### config.mk
export PLATFORM = sky130hd
export DESIGN_NAME = rgmii_ddr_rx_flat
export DESIGN_NICKNAME = d
export VERILOG_FILES = /design/src/rtl/rgmii_ddr_rx_if.sv /design/src/rtl/rgmii_ddr_rx.sv /design/src/flat_wrapper.sv
export SDC_FILE = /design/constraint.sdc
export NUM_CORES = 1
export LEC_CHECK = 0
export BUFFER_PORTS_ARGS = -buffer_cell sky130_fd_sc_hd__buf_4
export CORE_MARGIN = 4
export CORE_UTILIZATION = 45
export CTS_CLUSTER_DIAMETER = 40
export CTS_CLUSTER_SIZE = 30
export DETAILED_ROUTE_END_ITERATION = 6
export PLACE_DENSITY = 0.66
export SYNTH_ARGS = -nofsm -noshare
export SYNTH_HDL_FRONTEND = slang
export SYNTH_SLANG_ARGS = --single-unit
export TNS_END_PERCENT = 1
### constraint.sdc
create_clock -name C -period 2.44 [get_ports C]
set_input_delay 0.122 -clock C [delete_from_list [all_inputs] [get_ports C]]
set_output_delay 0.122 -clock C [all_outputs]
set_load 0.03 [all_outputs]
### src/rtl/rgmii_ddr_rx_if.sv
// rgmii_ddr_rx_if
// Bundles the RGMII receive pins and the byte-wide frame stream of rgmii_ddr_rx.
//   rxd, rx_ctl          : DDR receive pins from the PHY
//   out_data/out_valid   : one byte per strobe, preamble and SFD removed
//   out_last/out_error   : end-of-frame marker and RX_ER-seen flag
//   frame_count/drop_count : delivered / discarded frame counters
// master = receiver (drives the stream), slave = PHY model / MAC side.
interface rgmii_ddr_rx_if #(
    parameter int COUNT_WIDTH = 16
);
    logic [3:0]             rxd;
    logic                   rx_ctl;
    logic [7:0]             out_data;
    logic                   out_valid;
    logic                   out_last;
    logic                   out_error;
    logic [COUNT_WIDTH-1:0] frame_count;
    logic [COUNT_WIDTH-1:0] drop_count;

    modport master (
        input  rxd, rx_ctl,
        output out_data, out_valid, out_last, out_error, frame_count, drop_count
    );

    modport slave (
        output rxd, rx_ctl,
        input  out_data, out_valid, out_last, out_error, frame_count, drop_count
    );
endinterface

### src/rtl/rgmii_ddr_rx.sv
// rgmii_ddr_rx
// RGMII DDR receive path: captures rxd/rx_ctl on both edges of C, rebuilds
// bytes, strips preamble/SFD and emits a byte stream with last/error markers.
//   C   : receive clock, both edges sample the pins
//   R   : asynchronous active-high reset
//   bus : rgmii_ddr_rx_if.master (pins in, frame stream and counters out)
//
// state     | meaning
// ----------+-------------------------------------------------------------
// IDLE      | no carrier, waiting for the first preamble byte
// PREAMBLE  | inside 0x55 run, waiting for SFD
// DATA      | payload; one byte held back so the last one can carry out_last
// DROP      | malformed start, discarding until carrier drops
module rgmii_ddr_rx #(
    parameter int COUNT_WIDTH = 16
) (
    input logic            C,
    input logic            R,
    rgmii_ddr_rx_if.master bus
);
    localparam logic [7:0] BYTE_PRE = 8'h55;
    localparam logic [7:0] BYTE_SFD = 8'hD5;

    typedef enum logic [1:0] {S_IDLE, S_PREAMBLE, S_DATA, S_DROP} state_t;

    state_t                 r_state;
    logic [3:0]             r_lo;
    logic [3:0]             r_hi;
    logic                   r_dv;
    logic                   r_ctl_f;
    logic [7:0]             r_pair_byte;
    logic                   r_pair_dv;
    logic                   r_pair_er;
    logic [7:0]             r_hold;
    logic                   r_hold_full;
    logic                   r_err_flag;
    logic [7:0]             r_out_data;
    logic                   r_out_valid;
    logic                   r_out_last;
    logic                   r_out_error;
    logic [COUNT_WIDTH-1:0] r_frame_count;
    logic [COUNT_WIDTH-1:0] r_drop_count;

    always_ff @(posedge C or posedge R) begin
        if (R) begin
            r_lo <= 4'h0;
            r_dv <= 1'b0;
        end else begin
            r_lo <= bus.rxd;
            r_dv <= bus.rx_ctl;
        end
    end

    always_ff @(negedge C or posedge R) begin
        if (R) begin
            r_hi    <= 4'h0;
            r_ctl_f <= 1'b0;
        end else begin
            r_hi    <= bus.rxd;
            r_ctl_f <= bus.rx_ctl;
        end
    end

    // Realign both halves into the rising-edge domain; falling ctl carries DV^ER.
    always_ff @(posedge C or posedge R) begin
        if (R) begin
            r_pair_byte <= 8'h00;
            r_pair_dv   <= 1'b0;
            r_pair_er   <= 1'b0;
        end else begin
            r_pair_byte <= {r_hi, r_lo};
            r_pair_dv   <= r_dv;
            r_pair_er   <= r_dv ^ r_ctl_f;
        end
    end

    // dv=0 with er=1 (false carrier / extend) is treated as plain idle:
    // er is only looked at while dv=1 in DATA.
    always_ff @(posedge C or posedge R) begin
        if (R) begin
            r_state       <= S_IDLE;
            r_hold        <= 8'h00;
            r_hold_full   <= 1'b0;
            r_err_flag    <= 1'b0;
            r_out_data    <= 8'h00;
            r_out_valid   <= 1'b0;
            r_out_last    <= 1'b0;
            r_out_error   <= 1'b0;
            r_frame_count <= '0;
            r_drop_count  <= '0;
        end else begin
            r_out_valid <= 1'b0;
            r_out_last  <= 1'b0;
            r_out_error <= 1'b0;
            case (r_state)
                S_IDLE: begin
                    if (r_pair_dv)
                        r_state <= (r_pair_byte == BYTE_PRE) ? S_PREAMBLE : S_DROP;
                end
                S_PREAMBLE: begin
                    if (!r_pair_dv) begin
                        r_drop_count <= r_drop_count + COUNT_WIDTH'(1);
                        r_state      <= S_IDLE;
                    end else if (r_pair_byte == BYTE_SFD) begin
                        r_hold_full <= 1'b0;
                        r_err_flag  <= 1'b0;
                        r_state     <= S_DATA;
                    end else if (r_pair_byte != BYTE_PRE) begin
                        r_state <= S_DROP;
                    end
                end
                S_DATA: begin
                    if (r_pair_dv) begin
                        if (r_hold_full) begin
                            r_out_data  <= r_hold;
                            r_out_valid <= 1'b1;
                        end
                        r_hold      <= r_pair_byte;
                        r_hold_full <= 1'b1;
                        r_err_flag  <= r_err_flag | r_pair_er;
                    end else begin
                        if (r_hold_full) begin
                            r_out_data    <= r_hold;
                            r_out_valid   <= 1'b1;
                            r_out_last    <= 1'b1;
                            r_out_error   <= r_err_flag;
                            r_frame_count <= r_frame_count + COUNT_WIDTH'(1);
                        end else begin
                            r_drop_count <= r_drop_count + COUNT_WIDTH'(1);
                        end
                        r_hold_full <= 1'b0;
                        r_state     <= S_IDLE;
                    end
                end
                S_DROP: begin
                    if (!r_pair_dv) begin
                        r_drop_count <= r_drop_count + COUNT_WIDTH'(1);
                        r_state      <= S_IDLE;
                    end
                end
                default: r_state <= S_IDLE;
            endcase
        end
    end

    assign bus.out_data    = r_out_data;
    assign bus.out_valid   = r_out_valid;
    assign bus.out_last    = r_out_last;
    assign bus.out_error   = r_out_error;
    assign bus.frame_count = r_frame_count;
    assign bus.drop_count  = r_drop_count;
endmodule

### src/flat_wrapper.sv
// flat-port wrapper written by rule: the top's interface ports become plain ports
module rgmii_ddr_rx_flat 
#(
    parameter int COUNT_WIDTH = 16
)
  (C, R, bus_rxd, bus_rx_ctl, bus_out_data, bus_out_valid, bus_out_last, bus_out_error, bus_frame_count, bus_drop_count);
  rgmii_ddr_rx_if #(.COUNT_WIDTH(COUNT_WIDTH)) bus_i ();
  input logic C;
  input logic R;
  input wire logic [$bits(bus_i.rxd)-1:0] bus_rxd;
  input wire logic [$bits(bus_i.rx_ctl)-1:0] bus_rx_ctl;
  output wire logic [$bits(bus_i.out_data)-1:0] bus_out_data;
  output wire logic [$bits(bus_i.out_valid)-1:0] bus_out_valid;
  output wire logic [$bits(bus_i.out_last)-1:0] bus_out_last;
  output wire logic [$bits(bus_i.out_error)-1:0] bus_out_error;
  output wire logic [$bits(bus_i.frame_count)-1:0] bus_frame_count;
  output wire logic [$bits(bus_i.drop_count)-1:0] bus_drop_count;
  assign bus_i.rxd = bus_rxd;
  assign bus_i.rx_ctl = bus_rx_ctl;
  assign bus_out_data = bus_i.out_data;
  assign bus_out_valid = bus_i.out_valid;
  assign bus_out_last = bus_i.out_last;
  assign bus_out_error = bus_i.out_error;
  assign bus_frame_count = bus_i.frame_count;
  assign bus_drop_count = bus_i.drop_count;
  rgmii_ddr_rx #(.COUNT_WIDTH(COUNT_WIDTH)) u_core (.C(C), .R(R), .bus(bus_i));
endmodule
After elaboration in Yosys (flattened, before gate mapping)
Cells that the tools add are included.

cells by class
  add/sub/neg operators = 2
  eq/ne operators = 15
  mux-type cells = 24
  bitwise logic cells = 3
  reduce and logical (&&, ||, !) cells = 12

operator list
  kind                                                    count
  two-way mux 16 bit                                      3
  adder 16 x 1 -> 16 bit (second input constant)          2
  case mux 16 bit (2 select lines)                        1
  two-way mux 2 bit                                       6
  two-way mux 1 bit                                       11
  AND reduction 3 bit                                     3
  == test 8 x 7 -> 1 bit (second input constant)          1
  == test 8 bit (second input constant)                   1
  inequality test 2 x 1 -> 1 bit (second input constant)  4
  inequality test 2 bit (second input constant)           4
  inequality test 8 x 7 -> 1 bit (second input constant)  1
  AND reduction 4 bit                                     2
  case mux 2 bit (3 select lines)                         1
  == test 2 bit (second input constant)                   2
  inequality test 4 bit (second input constant)           1
  case mux 1 bit (2 select lines)                         2
  AND reduction 2 bit                                     2
  nonzero test 2 bit                                      2
  OR reduction 2 bit                                      2
  == test 2 x 1 -> 1 bit (second input constant)          1
  logical NOT 2 bit                                       1
  NOT 1 bit                                               1
  OR 1 bit                                                1
  XOR 1 bit                                               1

word-level totals
  register bits after elaboration = 75
  input bits = 7
  output and inout bits = 43
  logic and storage cells = 73

Logic depth before layout (Yosys ltp)
Gate-level depths: netlist (run 1).

  depth after elaboration = 5
  depth in mapped cells = 9
  depth with buffers taken out = 6

==> flow_summary.ini, run 1 <==
[logic_synthesis]
syn_nets = 231
synthDistinctLibCells = 37
avgSynthCellArea_um2 = 13.7
yosysTopAreaCell = dfrtp_1
synth_top_flop_cell = dfrtp_1
synth-edff-count = 0
netlist.area_leader.share = 0.588
ys_ff_latch = 75
synth_common_cells = 70 x dfrtp_1, 22 x xnor2_1, 18 x mux2_2
post-synth-top-count-cell = dfrtp_1
synth-seq-area-share = 0.630
synth_warnings = 0
synthCells = 217
synth_top_cells_by_area = dfrtp_1 59%, mux2_2 6.8%, xnor2_1 6.5%
async_flop_share = 1.00
mappedNetlistArea_mm2 = 0.00298

[run]
maxCapViolations = 0

[clock_tree]
cts-root-buf = clkbuf_8
postCtsSetupRepairBufs = 0
clkSinkCount = 75
holdBufCountCts = 6
clk_pin_slew_ns = 0.08
cts-htree-levels = 3
clk_latency_ns = 0.33
cts_tree = built
cts_buffer_depth = 2
cts-buffers-inserted = 9
cts_repair_resize_count = 0

[global_route]
grt_start_max_net_pins = 44
gr-total-overflow = 0
grt_usage = 0.145
grt_first_pass_wirelength_mm = 8.83
grt_pass1_vias = 1867
grt_antenna_before_repair = 0

[critical_path]
worstRegToRegCells = 6
r2r_slack_ns = 0.33
startpoint_type = flop
worstReg2RegStart = u_core.r_state[0]
worst_ep_required_time_ns = 2.65
path_max_fanout = 8
path_buf_inv = 1
r2r_end = u_core.bus.frame_count[7]
crit_chain = inv_1 > ha_1 > and3b_1 > and4_1 > nand4_4 > xnor2_2
cp_slowest_cell = dfrtp_1
cp-end-kind = flop
crit_arrival_ns = 2.32
cpLargestDelayFamily = simple AND/OR/NAND/NOR gates
slowest_delay_ns = 0.44
crit_type = reg -> reg

[sta]
drv_slew = 0
fin_setup_tns_ns = 0
period_needed_ns = 2.11
setup_slack_ns = 0.330
setup_viol = 0
relSlewSlack = 0.636
hold_viol_final = 0
rsz0062_at_grt = false
finalCritPeriodShare = 0.865
fmax_mhz = 474
clock_skew_ns = 0.0128
tightestPinTransition_ns = 0.546

[run_status]
status = finished, final reports clean

[placed_design]
pre_cts_ws_ns = 0.344
place_hpwl_mm = 3.69
io_buffer_count = 49
detailed_place.area_mm2 = 0.00342
gp_congestion = 0.771
dp_cells = 339

[die]
dieHeight_um = 89.3
ios = 50
die_w_um = 89.3
start_util = 0.466
rows = 29
core_mm2 = 0.00639
dieArea_mm2 = 0.00798

[cells_and_area]
nets = 293
finalInstanceArea_mm2 = 0.00372
fin_cells = 361
area_growth_pct = 25.1
diodes = 0
drive_gt1_frac = 0.317

[pwr]
p_clk_frac = 0.285
p_seq_frac = 0.428
p_leak_nw = 1.81
ir_worst_vdd_v = 0.000569
netSwitchingPower_mw = 1.29
p_sw_frac = 0.325
power_frac_comb = 0.287
internal_power_mw = 2.68
power_per_cell_area_mw_per_mm2 = 1060

[detailed_routing]
wl_mm = 5.16
vias_per_cell = 5.14
first_pass_iters = 5
vias = 1856
ant_nets = 0
drc_errors = 0
wire_per_inst_um = 14.3
first_iter_violations = 72

[worst_hold_path]
hp-class = in -> async
[flip-flops by register name, indices dropped and copies added (netlist names), 2 cells and up]
name,flops
u_core.bus.drop_count,16
u_core.bus.frame_count,16
u_core.bus.out_data,8
u_core.r_hold,8
u_core.r_pair_byte,8
u_core.r_hi,4
u_core.r_lo,4
u_core.r_state,2
[worst max path at each step]
stage / start / end / slack (ns) / cells past startpoint
6_report: u_core.r_state[0] / u_core.bus.frame_count[7] / 0.33 / 6
5_1_grt: u_core.r_state[0] / u_core.bus.frame_count[15] / 0.21 / 6
4_1_cts: u_core.r_state[0] / u_core.bus.frame_count[15] / 0.33 / 6
3_5_place_dp: u_core.r_state[0] / u_core.bus.frame_count[15] / 0.34 / 6
3_3_place_gp: u_core.r_state[0] / u_core.bus.frame_count[15] / 0.47 / 6
2_1_floorplan: R / u_core.r_ctl_f / 0.35 / 1
[per-stage QoR]
stage                util  hold WS, ns  power [mW]
floorplan               -        0.153        2.48
global placement    0.535       0.0923        2.83
detailed placement  0.535       0.0964        2.86
CTS                 0.583        0.312        4.02
global route        0.583        0.323        4.21
finish              0.583        0.318        3.96
[logic make-up (layout without fill, tap and decap cells)]
group,Yosys count,count (layout),share of synthesized area
flip-flops,75,75,0.630
AND/OR/NAND/NOR,59,59,0.119
XOR/XNOR,31,31,0.0937
multiplexers,18,18,0.0681
AO/OA/AOI/OAI,15,15,0.0374
buffers and inverters,12,79,0.0223
adder cells (fa/ha/maj),7,7,0.0294
[layout by cell type, fill, tap and decap left out, drive strengths merged, types with 5 or more instances in the layout]
cell type,netlist,final
clkbuf,0,9
xnor2,23,23
nand3,11,11
nand4,10,10
and4,8,8
nand2,14,14
inv,6,6
ha,7,7
mux2,18,18
dfrtp,70,70
xor2,8,8
dfrtn,5,5
buf,6,51
dlygate4sd3,0,6
[power groups by stage]
stage | clock network, mW | registers [mW] | logic, mW
floorplan | 0 | 1.94 | 0.543
global placement | 0 | 1.71 | 1.11
detailed placement | 0 | 1.72 | 1.14
CTS | 1.17 | 1.70 | 1.15
global route | 1.23 | 1.75 | 1.23
finish | 1.13 | 1.70 | 1.14
[area by class of cell]
cell class / instances / area [um^2]
Fill cell: 535 / 2660
Multi-Input combinational cell: 130 / 1030
Clock buffer: 9 / 124
Tap cell: 77 / 96.3
Sequential cell: 75 / 1880
Timing Repair Buffer: 57 / 443
Clock inverter: 7 / 124
Inverter: 6 / 26.3
[worst reg2reg max path: cells and delay by family, from the launching register on]
kind / cells / cell delay, ns
xor+xnor: 1 / 0.15
simple gates: 3 / 0.93
flops: 1 / 0.44
buf+inv: 1 / 0.16
fa+ha+maj: 1 / 0.32
[routing by layer]
layer	share of wire	routed length, um	global-route usage	vias to the layer above
met4	0.011	55	0.0690	0
met5	0	0	0	-
met1	0.47	2450	0.201	924
met3	0.050	259	0.0341	7
met2	0.47	2400	0.215	40
li1	-	-	-	885
(Power assumes the default switching activity.)
==> run 2: changes to the inputs <==
--- a/config.mk
+++ b/config.mk
@@ -6,6 +6,7 @@
 export NUM_CORES = 1
 export LEC_CHECK = 0
 export BUFFER_PORTS_ARGS = -buffer_cell sky130_fd_sc_hd__buf_4
+export CORE_ASPECT_RATIO = 0.7
 export CORE_MARGIN = 4
 export CORE_UTILIZATION = 45
 export CTS_CLUSTER_DIAMETER = 40
==> flow_summary.ini, run 2 (synthesis gave the netlist of run 1 again) <==
[run_status]
status = finished, final reports clean

[critical_path]
slowest_delay_ns = 0.44
cp-end-kind = flop
crit_chain = inv_1 > ha_1 > and3b_1 > and4_1 > nand4_2 > xnor2_1
worstReg2RegStart = u_core.r_state[0]
startpoint = u_core.r_state[0]
worstRegToRegCells = 6
worst_ep_required_time_ns = 2.67
r2r_end = u_core.bus.frame_count[15]
crit_arrival_ns = 2.28
path_max_fanout = 8
cp_slowest_cell = dfrtp_1
r2r_slack_ns = 0.39
path_buf_inv = 1
startpoint_type = flop
cpLargestDelayFamily = simple AND/OR/NAND/NOR gates
crit_type = reg -> reg

[detailed_routing]
top_layer_used = met4
wl_met2_mm = 2.12
drc_errors = 0
first_pass_iters = 4
wl_mm = 5.23
first_iter_violations = 80
vias = 1805
m1WireLength_mm = 2.70
wire_per_inst_um = 13.9
wl_met3_um = 357
ant_nets = 0
vias_per_cell = 4.81

[placed_design]
detailed_place.area_mm2 = 0.00343
io_buffer_count = 49
gp_congestion = 0.839
place_hpwl_mm = 3.75

[pwr]
power_per_cell_area_mw_per_mm2 = 1030
p_clk_frac = 0.262
p_seq_frac = 0.442
ir_worst_vdd_v = 0.000902
p_sw_frac = 0.336
power_frac_comb = 0.295
internal_power_mw = 2.55
p_leak_nw = 1.80
netSwitchingPower_mw = 1.29

[die]
start_util = 0.470
dieArea_mm2 = 0.00800
ios = 50
rows = 24
core_mm2 = 0.00634
die_w_um = 105
dieHeight_um = 76.1

[sta]
fmax_mhz = 488
period_needed_ns = 2.05
tightestPinTransition_ns = 0.565
hold_viol_final = 0
finalCritPeriodShare = 0.840
setup_viol = 0
fin_setup_tns_ns = 0
relSlewSlack = 0.623
hold_ws_ns = 0.350
rsz0062_at_grt = false
clock_skew_ns = 0.0121
drv_slew = 0

[cells_and_area]
nets = 293
drive_gt1_frac = 0.313
diodes = 0
final_cell_mix = 70 x dfrtp_1, 51 x buf_4, 22 x xnor2_1, 18 x mux2_2, 14 x nand2_1
layout.cells.most_common = dfrtp_1
area_growth_pct = 25.0
final_util = 0.587
finalInstanceArea_mm2 = 0.00372

[clock_tree]
postCtsSetupRepairBufs = 0
clk_latency_ns = 0.34
cts_tree = built
clkSinkCount = 75
clk_pin_slew_ns = 0.08
cts-buffers-inserted = 9
cts-root-buf = clkbuf_8
cts_buffer_depth = 2
cts-htree-levels = 3

[worst_hold_path]
timing.hold.worst.start = u_core.r_lo[3]
whs_path_depth = 0
min_to = u_core.r_pair_byte[3]
hp-class = reg -> reg

[global_route]
grt_antenna_before_repair = 0
grt_first_pass_wirelength_mm = 9.14
grt_usage = 0.144
grt_pass1_vias = 1792
gr-total-overflow = 0
grt_start_max_net_pins = 42

[run]
maxCapViolations = 0
==> run 2: changes by cell type in the layout (fill, tap and decap cells not counted) <==
cell | before | now
bufinv_16 | 3 | 0
clkinv_4 | 2 | 1
clkinvlp_4 | 2 | 3
clkbuf_1 | 0 | 1
inv_6 | 1 | 0
clkbuf_16 | 0 | 3
==> run 2: final cells by class <==
type	count	area, um^2
multi-input combinational	130	1030
inverter	6	26.3
clock buffer	13	203
sequential	75	1880
timing repair buffer	57	443
fill	528	2620
tap	91	114
clock inverter	3	23.8
==> run 2: layer usage <==
layer,vias to the layer above,track usage
met1,867,0.219
met2,49,0.187
met3,5,0.0491
met5,-,0
met4,0,0.0550
li1,884,-
==> run 2: worst max path at each step <==
stage | slack, ns | cells past startpoint | to
after CTS | 0.40 | 6 | u_core.bus.frame_count[15]
final | 0.39 | 6 | u_core.bus.frame_count[15]
after detailed placement | 0.40 | 6 | u_core.bus.frame_count[15]
after floorplan | 0.35 | 1 | u_core.r_ctl_f
after global placement | 0.46 | 6 | u_core.bus.frame_count[7]
after global routing | 0.21 | 6 | u_core.bus.frame_count[11]
==> run 2: repair_timing <==
action	4_1_cts	5_1_grt
gates resized for setup	0	0
hold buffers	6	0
hold endpoints to repair	17	0
==> run 2: power groups by stage <==
stage | combinational, mW | sequential [mW] | clock, mW
2_1_floorplan | 0.543 | 1.94 | 0
3_3_place_gp | 1.12 | 1.71 | 0
3_5_place_dp | 1.14 | 1.72 | 0
4_1_cts | 1.15 | 1.70 | 1.04
5_1_grt | 1.23 | 1.74 | 1.09
6_report | 1.13 | 1.70 | 1.01
==> run 2: stage by stage <==
stage	std cells	worst slack, ns	total power [mW]
floorplan	217	0.348	2.48
global placement	353	0.456	2.83
detailed placement	353	0.396	2.86
CTS	375	0.401	3.89
global route	375	0.212	4.07
finish	375	0.389	3.84
==> run 2: worst reg2reg max path: stages, from the launching register on <==
cell and delay [ns]:
dfrtp_1 0.44, inv_1 0.15, ha_1 0.30, and3b_1 0.35, and4_1 0.42, nand4_2 0.14
xnor2_1 0.14
